### config.mk
export PLATFORM = sky130hd
export DESIGN_NAME = trig_turf_serializer_flat
export DESIGN_NICKNAME = d
export VERILOG_FILES = /design/src/rtl/trig_turf_serializer_pkg.sv /design/src/rtl/trig_turf_serializer_if.sv /design/src/rtl/trig_turf_serializer_sat_counter.sv /design/src/rtl/trig_turf_serializer.sv /design/src/flat_wrapper.sv
export SDC_FILE = /design/constraint.sdc
export NUM_CORES = 1
export LEC_CHECK = 0
export BUFFER_PORTS_ARGS = -buffer_cell sky130_fd_sc_hd__buf_2
export CELL_PAD_IN_SITES_DETAIL_PLACEMENT = 1
export CELL_PAD_IN_SITES_GLOBAL_PLACEMENT = 1
export CORE_MARGIN = 2
export CORE_UTILIZATION = 35
export DETAILED_ROUTE_END_ITERATION = 7
export GPL_TIMING_DRIVEN = 0
export PLACE_DENSITY = 0.81
export REMOVE_ABC_BUFFERS = 1
export SLEW_MARGIN = 25
export SYNTH_ARGS = -nofsm -noshare
export SYNTH_HDL_FRONTEND = slang
export SYNTH_SLANG_ARGS = --single-unit
### constraint.sdc
create_clock -name ifclk -period 2.6 [get_ports ifclk]
set_input_delay 0 -clock ifclk [delete_from_list [all_inputs] [get_ports ifclk]]
set_output_delay 0 -clock ifclk [all_outputs]
set_load 0.1 [all_outputs]
### src/rtl/trig_turf_serializer_pkg.sv
// Shared definitions for the SURF-to-TURF trigger serializer.
// Latency: n/a (types and constants only).
// Backpressure: n/a.
//
// Holds the default framing characters, the trigger-word header constant,
// the frame slot indices, the counter width and the frame-kind state type.
package trig_ser_pkg;

    // Default slot-0 characters for idle and trigger frames.
    localparam logic [7:0] IDLE_CHAR_DEF = 8'h3C;
    localparam logic [7:0] TRIG_CHAR_DEF = 8'hBC;

    // Required value of tdata[31:30] on a well-formed trigger word.
    localparam logic [1:0] TRIG_HDR = 2'b10;

    // Slot counter width covers both legal frame lengths (8 and 16).
    localparam int SLOT_W = 4;

    localparam logic [SLOT_W-1:0] SLOT_HDR          = 4'd0;
    localparam logic [SLOT_W-1:0] SLOT_ADDR_HI      = 4'd1;
    localparam logic [SLOT_W-1:0] SLOT_ADDR_LO_META = 4'd2;
    localparam logic [SLOT_W-1:0] SLOT_META_SEQ     = 4'd3;

    // Width of the saturating statistics counters.
    localparam int CNT_W = 16;

    // FR_OFF only exists while in reset and for the release edge; it makes
    // the first frame after release start at slot 0.
    typedef enum logic [1:0] {
        FR_OFF  = 2'd0,
        FR_IDLE = 2'd1,
        FR_TRIG = 2'd2
    } frame_state_e;

    // Layout of a 32-bit trigger word from the generator FIFO.
    typedef struct packed {
        logic [1:0]  hdr;
        logic [11:0] addr;
        logic [9:0]  pad;
        logic [7:0]  meta;
    } trig_word_t;

    // A word is usable only with the right header and all-zero padding.
    function automatic logic word_ok(input trig_word_t w);
        return (w.hdr == TRIG_HDR) && (w.pad == '0);
    endfunction

endpackage

### src/rtl/trig_turf_serializer_if.sv
// AXI4-Stream trigger-word channel between the generator FIFO and the serializer.
// Latency: n/a (wires only).
// Backpressure: standard valid/ready; the word holds while tvalid && !tready.
//
// Signals: tdata[31:0] trigger word, tvalid from source, tready from sink.
interface trig_turf_serializer_if;
    logic [31:0] tdata;
    logic        tvalid;
    logic        tready;

    modport master (output tdata, output tvalid, input  tready);
    modport slave  (input  tdata, input  tvalid, output tready);
endinterface

### src/rtl/trig_turf_serializer_sat_counter.sv
// Saturating up-counter for link statistics.
// Latency: count_o reflects inc_i one clock after it is sampled.
// Backpressure: none; holds at all-ones once saturated.
//
// Ports: ifclk clock, rstn_i sync active-low reset, inc_i increment enable,
//        count_o current count.
module trig_sat_counter
    import trig_ser_pkg::*;
#(
    parameter int WIDTH = CNT_W
) (
    input  logic             ifclk,
    input  logic             rstn_i,
    input  logic             inc_i,
    output logic [WIDTH-1:0] count_o
);

    always_ff @(posedge ifclk) begin
        if (!rstn_i) begin
            count_o <= '0;
        end else if (inc_i && (count_o != '1)) begin
            count_o <= count_o + 1'b1;
        end
    end

endmodule

### src/rtl/trig_turf_serializer.sv
// Serializes trigger words into fixed-length byte frames toward the TURF.
// Latency: a word accepted in the last slot appears as TRIG_CHAR on dout_o the next clock.
// Backpressure: tready pulses only in the last slot when enabled; otherwise upstream holds.
//
// Ports: ifclk clock; rstn_i sync active-low reset; enable_i allows acceptance;
//        s_trig trigger-word stream (slave); dout_o link byte; frame_start_o
//        high on slot 0; trig_count_o / err_count_o saturating counters;
//        seq_o sequence number of the most recent trigger frame.
module trig_turf_serializer
    import trig_ser_pkg::*;
#(
    parameter int         FRAME_LEN = 8,
    parameter logic [7:0] IDLE_CHAR = IDLE_CHAR_DEF,
    parameter logic [7:0] TRIG_CHAR = TRIG_CHAR_DEF,
    parameter             IFCLKTYPE = "NONE"
) (
    input  logic                   ifclk,
    input  logic                   rstn_i,
    input  logic                   enable_i,
    trig_turf_serializer_if.slave  s_trig,
    output logic [7:0]             dout_o,
    output logic                   frame_start_o,
    output logic [CNT_W-1:0]       trig_count_o,
    output logic [CNT_W-1:0]       err_count_o,
    output logic [3:0]             seq_o
);

    localparam logic [SLOT_W-1:0] SLOT_LAST = SLOT_W'(FRAME_LEN - 1);

    frame_state_e      state_q, state_n;
    logic [SLOT_W-1:0] slot_q, slot_n;

    logic [11:0] addr_q, addr_n;
    logic [7:0]  meta_q, meta_n;
    logic [3:0]  seq_q, seq_n;

    (* CUSTOM_CC_SRC = IFCLKTYPE *) logic [7:0] dout_q;
    logic [7:0] dout_n;
    logic       frame_start_q, frame_start_n;
    logic       tready_q, tready_n;

    trig_word_t word;
    logic       xfer, xfer_ok, xfer_bad;
    logic       start_trig;

    logic [7:0] b_addr_hi, b_addr_lo_meta, b_meta_seq;

    assign word     = trig_word_t'(s_trig.tdata);
    assign xfer     = s_trig.tvalid && tready_q;
    assign xfer_ok  = xfer && word_ok(word);
    assign xfer_bad = xfer && !word_ok(word);

    // Slot the outputs will show after the coming edge. Leaving FR_OFF
    // always lands on slot 0 so the first post-reset frame is aligned.
    always_comb begin
        slot_n = slot_q + 1'b1;
        if ((state_q == FR_OFF) || (slot_q == SLOT_LAST)) begin
            slot_n = '0;
        end
    end

    // State register: frame kind and slot position.
    always_ff @(posedge ifclk) begin
        if (!rstn_i) begin
            state_q <= FR_OFF;
            slot_q  <= '0;
        end else begin
            state_q <= state_n;
            slot_q  <= slot_n;
        end
    end

    // Next state: frame kind is chosen only at a frame boundary. Since a
    // transfer can only happen in the last slot, a good transfer there is
    // exactly the pending condition for the frame about to begin.
    always_comb begin
        state_n = state_q;
        if (slot_n == '0) begin
            state_n = xfer_ok ? FR_TRIG : FR_IDLE;
        end
    end

    assign start_trig = (slot_n == '0) && (state_n == FR_TRIG);

    // Latched trigger fields. They only change on a good transfer, which
    // coincides with a frame boundary, so bytes stay stable within a frame.
    always_comb begin
        addr_n = addr_q;
        meta_n = meta_q;
        seq_n  = seq_q;
        if (xfer_ok) begin
            addr_n = word.addr;
            meta_n = word.meta;
        end
        if (start_trig) begin
            seq_n = seq_q + 4'd1;
        end
    end

    // Output logic: byte for the upcoming slot, computed from next-state
    // values so every output can be registered without an extra delay.
    always_comb begin
        b_addr_hi      = '0;
        b_addr_lo_meta = '0;
        b_meta_seq     = '0;
        if (state_n == FR_TRIG) begin
            b_addr_hi      = addr_n[11:4];
            b_addr_lo_meta = {addr_n[3:0], meta_n[7:4]};
            b_meta_seq     = {meta_n[3:0], seq_n};
        end

        case (slot_n)
            SLOT_HDR:          dout_n = (state_n == FR_TRIG) ? TRIG_CHAR : IDLE_CHAR;
            SLOT_ADDR_HI:      dout_n = b_addr_hi;
            SLOT_ADDR_LO_META: dout_n = b_addr_lo_meta;
            SLOT_META_SEQ:     dout_n = b_meta_seq;
            default: begin
                // Remaining payload slots are zero, so the checksum only
                // needs the three populated bytes; idle frames give 8'hFF.
                if (slot_n == SLOT_LAST) begin
                    dout_n = ~(b_addr_hi ^ b_addr_lo_meta ^ b_meta_seq);
                end else begin
                    dout_n = '0;
                end
            end
        endcase

        frame_start_n = (slot_n == '0);
        tready_n      = (slot_n == SLOT_LAST) && enable_i;
    end

    // Registered outputs and datapath.
    always_ff @(posedge ifclk) begin
        if (!rstn_i) begin
            dout_q        <= '0;
            frame_start_q <= 1'b0;
            tready_q      <= 1'b0;
            addr_q        <= '0;
            meta_q        <= '0;
            seq_q         <= '0;
        end else begin
            dout_q        <= dout_n;
            frame_start_q <= frame_start_n;
            tready_q      <= tready_n;
            addr_q        <= addr_n;
            meta_q        <= meta_n;
            seq_q         <= seq_n;
        end
    end

    trig_sat_counter #(.WIDTH(CNT_W)) u_trig_cnt (
        .ifclk   (ifclk),
        .rstn_i  (rstn_i),
        .inc_i   (start_trig),
        .count_o (trig_count_o)
    );

    trig_sat_counter #(.WIDTH(CNT_W)) u_err_cnt (
        .ifclk   (ifclk),
        .rstn_i  (rstn_i),
        .inc_i   (xfer_bad),
        .count_o (err_count_o)
    );

    assign dout_o        = dout_q;
    assign frame_start_o = frame_start_q;
    assign s_trig.tready = tready_q;
    assign seq_o         = seq_q;

endmodule

### src/flat_wrapper.sv
// flat-port wrapper written by rule: the top's interface ports become plain ports
module trig_turf_serializer_flat import trig_ser_pkg::*;
#(
    parameter int         FRAME_LEN = 8,
    parameter logic [7:0] IDLE_CHAR = IDLE_CHAR_DEF,
    parameter logic [7:0] TRIG_CHAR = TRIG_CHAR_DEF,
    parameter             IFCLKTYPE = "    "
)
  (ifclk, rstn_i, enable_i, dout_o, frame_start_o, trig_count_o, err_count_o, seq_o, s_trig_tdata, s_trig_tvalid, s_trig_tready);
  trig_turf_serializer_if s_trig_i ();
  input  logic ifclk;
  input  logic rstn_i;
  input  logic enable_i;
  output logic [7:0] dout_o;
  output logic frame_start_o;
  output logic [CNT_W-1:0] trig_count_o;
  output logic [CNT_W-1:0] err_count_o;
  output logic [3:0] seq_o;
  input wire logic [$bits(s_trig_i.tdata)-1:0] s_trig_tdata;
  input wire logic [$bits(s_trig_i.tvalid)-1:0] s_trig_tvalid;
  output wire logic [$bits(s_trig_i.tready)-1:0] s_trig_tready;
  assign s_trig_i.tdata = s_trig_tdata;
  assign s_trig_i.tvalid = s_trig_tvalid;
  assign s_trig_tready = s_trig_i.tready;
  trig_turf_serializer #(.FRAME_LEN(FRAME_LEN), .IDLE_CHAR(IDLE_CHAR), .TRIG_CHAR(TRIG_CHAR), .IFCLKTYPE(IFCLKTYPE)) u_core (.ifclk(ifclk), .rstn_i(rstn_i), .enable_i(enable_i), .s_trig(s_trig_i), .dout_o(dout_o), .frame_start_o(frame_start_o), .trig_count_o(trig_count_o), .err_count_o(err_count_o), .seq_o(seq_o));
endmodule
==> out/qor.yml, run 1 <==
drive_gt1_share_pct: 25.1
core_area_mm2: 0.0102
start_util_pct: 35.8
grt_overflow_total: 0
maxUsedRoutingLayer: "met4"
die_w_um: 106
first_global_vias: 3825
synthFlopType: "dfxtp_1"
gp_congestion: 0.868
worstSetupPathType: "reg -> reg"
synth_top_family_by_area: "simple AND/OR/NAND/NOR gates"
postLayoutSetupSlackWorst_ns: 0.0693
min_path_type: "in -> reg"
leakagePower_nw: 1.94
hold_viol: 0
postRouteAntennaNets: 0
yosysSeqAreaShare_pct: 39.3
drt_pass1_iterations: 4
avgViaCountPerCell: 5.42
antenna_found_initial: 0
grt_pass1_wl_um: 18600
portBuffers: 81
drc: 0
row_count: 37
track_usage_pct: 20.8
vias: 3607
worst_setup_path_end_kind: "flip-flop"
route.met2.wl_um: 5730
dp_cells: 620
dp_hpwl_um: 7780
die_area_mm2: 0.0113
ys_seq_elements: 72
yosys.area_share.adder_pct: 1.36
ys_warn_count: 0
skew_ns: 0.0109
synth_area_mm2: 0.00367
run_status: "finished, final reports clean"
grt_max_degree: 30
layout_commonest_cell: "buf_2"
synth-edff-count: 0
crit_required_ns: 2.88
synth_cells: 420
die_h_um: 106
p_per_area_mw_per_mm2: 489
pre_cts_slack_ns: -0.613
htreeDepth: 3
max_slew_margin_pct: 51.7
layout_common_cells: "buf_2 (81), dfxtp_1 (70), nor2_1 (61), xor2_1 (26)"
cts_tree: "done"
fin_crit_sh_pct: 97.3
wl_um: 11500
syn_to_final_growth_pct: 28.9
clock-root-buffer: "clkbuf_8"
fmax_mhz: 395
muxShareOfSynthArea_pct: 6.93
synth-simple-area-share_pct: 24.8
arrival_ns: 2.81
drv_slew: 0
synth_cell_type_count: 56
final-setup-viol-count: 0
post-route-util_pct: 46.2
layoutNonFillerInstCount: 666
met1_length_um: 4930
drtIter0Drc: 204
postSynthAreaPerCell_um2: 8.73
rsz0062_at_grt: "false"
synth-xor-area-share_pct: 11.5
synth_compound_area_share_pct: 13.1
clk_latency_ns: 0.36
ioPinCount: 82
cts_buffer_depth: 2
period_needed_ns: 2.53
wl_met3_um: 507
maxCapViolations: 0
antenna_cells: 0
clock_sinks: 72
path_clk_slew_ns: 0.08
synth-async-reset-ratio_pct: 0
critical_path_peak_fanout: 10
fin_nets: 565
wire_per_inst_um: 17.2
worst_pin_slew_ns: 0.720
startpoint_type: "flip-flop"
cts-buffers-inserted: 9
peakVddDrop_v: 0.000199
-- path summary, 6_finish.rpt --
kind	start	end	slack [ns]	depth (start not counted)
worst min register to register	u_core.slot_q[0]	u_core.slot_q[0]	0.49	1
worst max register to register	u_core.slot_q[0]	u_core.u_trig_cnt.count_o[13]	0.07	8
worst max-delay path	u_core.slot_q[0]	u_core.u_trig_cnt.count_o[13]	0.07	8
worst min-delay path	s_trig_tdata[18]	u_core.addr_q[0]	0.04	3
-- worst max-delay path, stage by stage (launching register included) --
cell and delay [ns]:
dfxtp_4 0.40, ha_2 0.33, or4b_4 0.51, a21o_1 0.23
a21oi_4 0.18, buf_12 0.14, nand2_2 0.09, or3_1 0.39
a21oi_1 0.18
-- report_power, final --
part	leakage (nW)	internal, W	switching, W	total, W
clock network	0.102	0.000472	0.000456	0.000928
logic	1.25	0.0000975	0.000165	0.000262
registers	0.583	0.00111	0.00000902	0.00112
-- what timing repair did --
action | CTS | global route
endpoints found under the setup margin | 17 | 11
buffers inserted | 11 | 1
pin swaps | 2 | 1
hold endpoints to repair | 18 | 0
gates cloned | 0 | 0
gates resized for setup | 8 | 4
hold buffers | 18 | 0
-- cells in the mapped netlist, types with 2 or more instances --
| master | n | area, um2 |
|---|---|---|
| a21oi_1 | 21 | 105 |
| a31oi_1 | 6 | 37.5 |
| a32oi_1 | 3 | 26.3 |
| and2_1 | 8 | 50.1 |
| and3_1 | 9 | 56.3 |
| and4_1 | 10 | 87.6 |
| buf_2 | 3 | 15.0 |
| buf_4 | 2 | 15.0 |
| clkbuf_1 | 12 | 45.0 |
| dfxtp_1 | 72 | 1440 |
| ha_1 | 4 | 50.1 |
| inv_1 | 6 | 22.5 |
| mux2_2 | 3 | 33.8 |
| mux2i_1 | 22 | 220 |
| nand2_1 | 21 | 78.8 |
| nand2b_1 | 4 | 25.0 |
| nand3_1 | 15 | 75.1 |
| nand4_1 | 14 | 87.6 |
| nor2_1 | 61 | 229 |
| nor2b_1 | 3 | 18.8 |
| nor3_1 | 8 | 40.0 |
| nor4_1 | 4 | 25.0 |
| o211ai_1 | 2 | 15.0 |
| o21ai_0 | 12 | 60.1 |
| o21bai_1 | 2 | 15.0 |
| o221ai_1 | 5 | 43.8 |
| o22ai_1 | 5 | 31.3 |
| o31ai_1 | 2 | 15.0 |
| o32ai_1 | 2 | 17.5 |
| or3_1 | 7 | 43.8 |
| xnor2_1 | 21 | 184 |
| xor2_1 | 27 | 236 |
-- cell families after synthesis --
logic type	Yosys count
buffers and inverters	25
and+or+nand+nor	174
muxes	25
DFF	72
adders and majority gates	4
AOI/OAI and AO/OA	72
xor gates and xnor gates	48
-- metrics by stage --
stage          area, um2  total power (W)  hold WS [ns]  TNS [ns]
4_1_cts             4690          0.00233        0.0193         0
3_3_place_gp        4160          0.00135         0.289     -6.87
3_5_place_dp        4190          0.00136         0.293     -7.50
2_1_floorplan       3580          0.00128         0.121     -5.61
5_1_grt             4730          0.00240        0.0486         0
6_report            4730          0.00231        0.0429         0
-- registers in the layout, summed over array words and instances, names as in the netlist --
| name | cells |
|---|---|
| u_core.u_err_cnt.count_o | 16 |
| u_core.slot_q | 4 |
| u_core.meta_q | 8 |
| u_core.dout_o | 8 |
| u_core.s_trig.tready | 1 |
| u_core.state_q | 2 |
| u_core.u_trig_cnt.count_o | 16 |
| u_core.frame_start_o | 1 |
| u_core.addr_q | 12 |
| u_core.seq_o | 4 |
-- final cells by class --
class	instances	area, um2
sequential	72	1450
fill	1222	5500
tap	136	170
timing repair buffer	112	716
clock buffer	10	138
clock inverter	6	68.8
multi-input combinational	323	2160
inverter	7	27.5
-- metal layers --
metal	vias up	track usage [%]
met5	-	0
met4	0	9.30
met1	1762	24.3
li1	1722	-
met2	93	36.9
met3	30	3.68
Power figures use the tool's default switching activity.
==> run 2: changes to the inputs <==
--- a/config.mk
+++ b/config.mk
@@ -12,6 +12,7 @@
 export CORE_UTILIZATION = 35
 export DETAILED_ROUTE_END_ITERATION = 7
 export GPL_TIMING_DRIVEN = 0
+export MAX_ROUTING_LAYER = met4
 export PLACE_DENSITY = 0.81
 export REMOVE_ABC_BUFFERS = 1
 export SLEW_MARGIN = 25
==> run 2 against run 1 <==
Net effect:
- worst setup slack got worse by 0.017 ns
- flip-flop and latch count unchanged
- count of clock-buffer cells in the layout decreased by 1
- sequential share of layout area increased by 0.18 points
==> out/qor.yml, run 2 (synthesis results as in run 1) <==
critical_path_peak_fanout: 8  # -2
r2r_end: "u_core.dout_o[3]"
core_area_mm2: 0.0102  # unchanged
max_slew_margin_pct: 56.4  # +4.8 points
avgViaCountPerCell: 5.39  # -0.51%
cts_buffer_depth: 2  # unchanged
grt_pass1_wl_um: 17800  # -4.2%
track_usage_pct: 20.3  # -0.43 points
drive_gt1_share_pct: 24.8  # -0.28 points
die_w_um: 106  # unchanged
clock_sinks: 72  # unchanged
start_util_pct: 35.8  # unchanged
crit_required_ns: 2.81  # -0.07 ns
cp-startpoint: "u_core.slot_q[1]"
r2r_cells: 9  # +1
htreeDepth: 3  # unchanged
hold_slack_ns: 0.0170  # -0.0259 ns
dp_hpwl_um: 7680  # -1.4%
portBuffers: 81  # unchanged
min_delay_path_depth: 3  # unchanged
fin_crit_sh_pct: 98.0  # +0.65 points
postRouteAntennaNets: 0  # unchanged
worst_pin_slew_ns: 0.649  # -0.0711 ns
fmax_mhz: 393  # -0.66%
antenna_found_initial: 0  # unchanged
first_global_vias: 3648  # -4.6%
fin_nets: 563  # -0.35%
ioPinCount: 82  # unchanged
layout_common_cells: "buf_2 (81), dfxtp_1 (70), nor2_1 (61), xor2_1 (27)"
final-setup-viol-count: 0  # unchanged
worstSetupEndpoint: "u_core.dout_o[3]"
row_count: 37  # unchanged
startpoint_type: "flip-flop"
arrival_ns: 2.75  # -0.06 ns
run_status: "finished, final reports clean"
clk_latency_ns: 0.36  # about the same
r2r-start: "u_core.slot_q[1]"
gp_congestion: 0.888  # +2.3%
path_clk_slew_ns: 0.08  # about the same
worstSetupPathType: "reg -> reg"
die_area_mm2: 0.0113  # unchanged
worst_setup_path_end_kind: "flip-flop"
peakVddDrop_v: 0.000295  # +48%
antenna_cells: 0  # unchanged
post-route-util_pct: 45.9  # -0.27 points
drt_pass1_iterations: 4  # unchanged
min_path_type: "in -> reg"
fillers: 1265  # +3.5%
drtIter0Drc: 119  # -42%
drc: 0  # unchanged
vias: 3578  # -0.80%
leakagePower_nw: 1.95  # +0.39%
clock-root-buffer: "clkbuf_8"
die_h_um: 106  # unchanged
reg2reg_slack_ns: 0.05  # -0.02 ns
maxCapViolations: 0  # unchanged
cts_tree: "done"
layout_commonest_cell: "buf_2"
period_needed_ns: 2.55  # +0.0169 ns
wire_per_inst_um: 16.7  # -2.7%
reg_top3: "u_core.u_err_cnt.count_o: 16 flops, u_core.u_trig_cnt.count_o: 16 flops, u_core.addr_q: 12 flops"
skew_ns: 0.0115  # +0.000648 ns
grt_overflow_total: 0  # unchanged
cts-buffers-inserted: 9  # unchanged
pre_cts_slack_ns: -0.544  # +0.0689 ns
drv_slew: 0  # unchanged
syn_to_final_growth_pct: 28.2
wl_um: 11100  # -3.0%
p_per_area_mw_per_mm2: 524  # +7.2%
postLayoutSetupSlackWorst_ns: 0.0524  # -0.0169 ns
hold_viol: 0  # unchanged
grt_max_degree: 30  # unchanged
run 2: cell count changes in the layout (fill, tap and decap cells not counted), moves of 2 or more:
cell	previous run	this run
bufinv_16	1	3
dlygate4sd3_1	18	15
buf_4	11	13
clkinv_4	3	1
run 2: layout make-up:
type,count,area (um2),share of cell area [%]
clock buffer,9,124,2.64
clock inverter,7,118,2.50
inverter,7,27.5,0.586
multi-input combinational,323,2130,45.4
sequential,72,1450,30.8
tap,136,170,3.62
timing repair buffer,110,681,14.5
run 2: worst min-delay path by stage:
stage,start,endpoint
6_report,s_trig_tdata[23],u_core.addr_q[5]
5_1_grt,s_trig_tdata[28],u_core.addr_q[10]
3_3_place_gp,enable_i,u_core.s_trig.tready
2_1_floorplan,rstn_i,u_core.seq_o[0]
3_5_place_dp,enable_i,u_core.s_trig.tready
4_1_cts,s_trig_tdata[23],u_core.addr_q[5]
run 2: critical path, stage by stage (launching register included):
cell	delay, ns
dfxtp_4	0.39
ha_2	0.32
or4b_4	0.51
a21o_1	0.23
a21oi_4	0.21
buf_4	0.18
a21oi_4	0.04
buf_4	0.17
nor3b_1	0.22
o32ai_1	0.13
run 2: repair_timing:
action / CTS / global route
resized for setup: 5 / 3
pin swaps: 2 / 1
endpoints found under the hold margin: 15 / 0
buffers inserted: 11 / 2
hold buffers: 15 / 0
endpoints found under the setup margin: 15 / 9
gates cloned: 0 / 0
run 2: stage by stage:
| stage | total power (W) | setup TNS (ns) | cells | instance area, um2 |
|---|---|---|---|---|
| floorplan | 0.00128 | -5.61 | 402 | 3580 |
| global placement | 0.00135 | -6.73 | 619 | 4160 |
| detailed placement | 0.00136 | -6.49 | 620 | 4190 |
| CTS | 0.00247 | 0 | 662 | 4680 |
| global route | 0.00254 | -0.00370 | 664 | 4700 |
| finish | 0.00246 | 0 | 664 | 4700 |
run 2: routing by layer:
layer  vias to the layer above  share of wire, %  GRT usage (%)
li1                       1720                 -              -
met1                      1759                44           23.7
met2                        78                50           34.3
met3                        21               3.6           3.19
met4                         0               2.3           9.49
met5                         -                 0              -
run 2: report_power, final:
group	internal, W	leakage [nW]	switching (W)
clock	0.000639	0.124	0.000447
sequential	0.00111	0.583	0.00000699
combinational	0.0000953	1.24	0.000162
==> run 3: changes to the inputs <==
--- a/config.mk
+++ b/config.mk
@@ -14,7 +14,6 @@
 export GPL_TIMING_DRIVEN = 0
 export MAX_ROUTING_LAYER = met4
 export PLACE_DENSITY = 0.81
-export REMOVE_ABC_BUFFERS = 1
 export SLEW_MARGIN = 25
 export SYNTH_ARGS = -nofsm -noshare
 export SYNTH_HDL_FRONTEND = slang
==> run 3 against run 2 <==
Net effect:
- die area unchanged
- sequential share of layout area shrank 0.12 points
- core utilization is 0.15 points higher
==> out/qor.yml, run 3 (synthesis results as in run 1) <==
vias: 3631  # +1.5%
power_w: 0.00229  # -6.8%
clock_sinks: 72  # unchanged
reg_top3: "u_core.u_err_cnt.count_o: 16 flops, u_core.u_trig_cnt.count_o: 16 flops, u_core.addr_q: 12 flops"
min_path_type: "in -> reg"
layout_commonest_cell: "buf_2"
p_per_area_mw_per_mm2: 487  # -7.1%
cpLargestDelayFamily: "simple AND/OR/NAND/NOR gates"
cp-startpoint: "u_core.slot_q[1]"
first_global_vias: 3967  # +8.7%
grt_overflow_total: 0  # unchanged
worstSetupPathType: "reg -> reg"
drtIter0Drc: 179  # +50%
cts_tree: "done"
multi_input_area_mm2: 0.00217  # +1.9%
maxCapViolations: 0  # unchanged
start_util_pct: 35.8  # unchanged
postRouteAntennaNets: 0  # unchanged
wire_per_inst_um: 17.7  # +5.5%
run_status: "finished, final reports clean"
fin_crit_sh_pct: 98.7  # +0.68 points
grt_max_degree: 14  # -53%
cts_buffer_depth: 2  # unchanged
clk_latency_ns: 0.36  # about the same
worst-path-buf-inv: 0  # -2
core_area_mm2: 0.0102  # unchanged
layout_common_cells: "buf_2 (83), dfxtp_1 (69), nor2_1 (61), xor2_1 (26)"
final_area_mm2: 0.00472  # +0.32%
wl_um: 11900  # +7.0%
regArea_mm2: 0.00145  # about the same
die_area_mm2: 0.0113  # unchanged
critical_path_peak_fanout: 8  # unchanged
drive_gt1_share_pct: 24.2  # -0.60 points
drv_slew: 0  # unchanged
fmax_mhz: 390  # -0.69%
die_w_um: 106  # unchanged
hold_viol: 0  # unchanged
pre_cts_slack_ns: -0.344  # +0.200 ns
pwr-share-comb_pct: 11.6  # +1.1 points
skew_ns: 0.00591  # -0.00563 ns
power_frac_clock_pct: 39.7  # -4.4 points
drc: 0  # unchanged
final-setup-viol-count: 0  # unchanged
crit_slowest_cell: "or4b_4"
cts-buffers-inserted: 9  # unchanged
path_clk_slew_ns: 0.08  # about the same
netSwitchingFraction_pct: 28.1  # +3.0 points
syn_to_final_growth_pct: 28.6
row_count: 37  # unchanged
track_usage_pct: 22.3  # +2.0 points
placed_area_mm2: 0.00425  # +1.4%
arrival_ns: 2.85  # +0.10 ns
fin_nets: 572  # +1.6%
clock-root-buffer: "clkbuf_8"
die_h_um: 106  # unchanged
rsz0062_at_grt: "true"
dp_hpwl_um: 8530  # +11%
avgViaCountPerCell: 5.40  # +0.12%
worst_pin_slew_ns: 0.704  # +0.0552 ns
period_needed_ns: 2.57  # +0.0178 ns
fillers: 1228  # -2.9%
peakVddDrop_v: 0.000279  # -5.4%
portBuffers: 81  # unchanged
gp_congestion: 0.898  # +1.1%
max_slew_margin_pct: 53.1  # -3.3 points
hp-start: "s_trig_tdata[28]"
r2r-start: "u_core.slot_q[1]"
ioPinCount: 82  # unchanged
drt_pass1_iterations: 4  # unchanged
p_switching_w: 0.000645  # +4.6%
crit_required_ns: 2.89  # +0.08 ns
antenna_found_initial: 0  # unchanged
postLayoutSetupSlackWorst_ns: 0.0347  # -0.0178 ns
slowest_delay_ns: 0.52  # about the same
htreeDepth: 3  # unchanged
grt_pass1_wl_um: 19500  # +9.2%
syn_nets: 460
pwr-share-seq_pct: 48.7  # +3.3 points
worst_setup_path_end_kind: "flip-flop"
leakagePower_nw: 1.91  # -1.9%
startpoint_type: "flip-flop"
worstPathCellList: "ha_2 > or4b_4 > a21o_1 > a21oi_4 > nand2_2 > or3_1 > a21oi_1"
post-route-util_pct: 46.1  # +0.15 points
intPower_w: 0.00165  # -11%
antenna_cells: 0  # unchanged
run 3: changes by cell type in the layout (fill, tap and decap cells not counted), moves of 3 or more:
cell,previous run,this run
buf_4,13,3
clkbuf_1,0,13
clkinv_2,3,0
clkinvlp_4,0,4
dlygate4sd3_1,15,18
run 3: per-layer routing:
layer	track usage (%)	share of wire [%]	vias to the layer above
li1	-	-	1737
met1	25.5	44	1772
met2	38.1	49	98
met3	4.29	4.0	24
met4	9.59	2.5	0
met5	-	0	-
run 3: worst register-to-register path: stages (launching register included):
cell and delay [ns]:
dfxtp_4 0.40, ha_2 0.33, or4b_4 0.52, a21o_1 0.23, a21oi_4 0.29, nand2_2 0.16
or3_1 0.38, a21oi_1 0.17
run 3: stage by stage:
stage,TNS (ns),cells,hold WS (ns)
floorplan,0,420,0.121
global placement,-1.49,637,0.242
detailed placement,-2.30,637,0.261
CTS,0,672,0.0192
global route,-0.0526,673,0.0508
finish,0,673,0.0275
run 3: path summary, 6_finish.rpt:
check,to,slack (ns),cells past startpoint
hold / removal,u_core.addr_q[10],0.03,3
setup / recovery,u_core.u_trig_cnt.count_o[13],0.03,7
hold reg to reg,u_core.state_q[1],0.50,2
setup reg to reg,u_core.u_trig_cnt.count_o[13],0.03,7
run 3: power by group through the flow:
stage / sequential, W / clock [W] / combinational (W)
floorplan: 0.00119 / 0 / 0.0000912
global placement: 0.00114 / 0 / 0.000218
detailed placement: 0.00114 / 0 / 0.000223
CTS: 0.00112 / 0.000932 / 0.000252
global route: 0.00112 / 0.000975 / 0.000282
finish: 0.00112 / 0.000912 / 0.000265
run 3: layout make-up:
class	instances	area share, %
clock buffer	10	2.71
multi-input combinational	323	46.1
buffer	18	1.88
tap	136	3.61
timing repair buffer	101	13.0
inverter	7	0.557
clock inverter	6	1.46
sequential	72	30.7
run 3: repair_timing:
action / 4_1_cts / 5_1_grt
pin swaps: 1 / 1
resized for setup: 7 / 9
hold endpoints to repair: 18 / 0
hold buffers: 18 / 0
gates cloned: 0 / 0
setup buffers: 1 / 1
setup endpoints to repair: 12 / 13
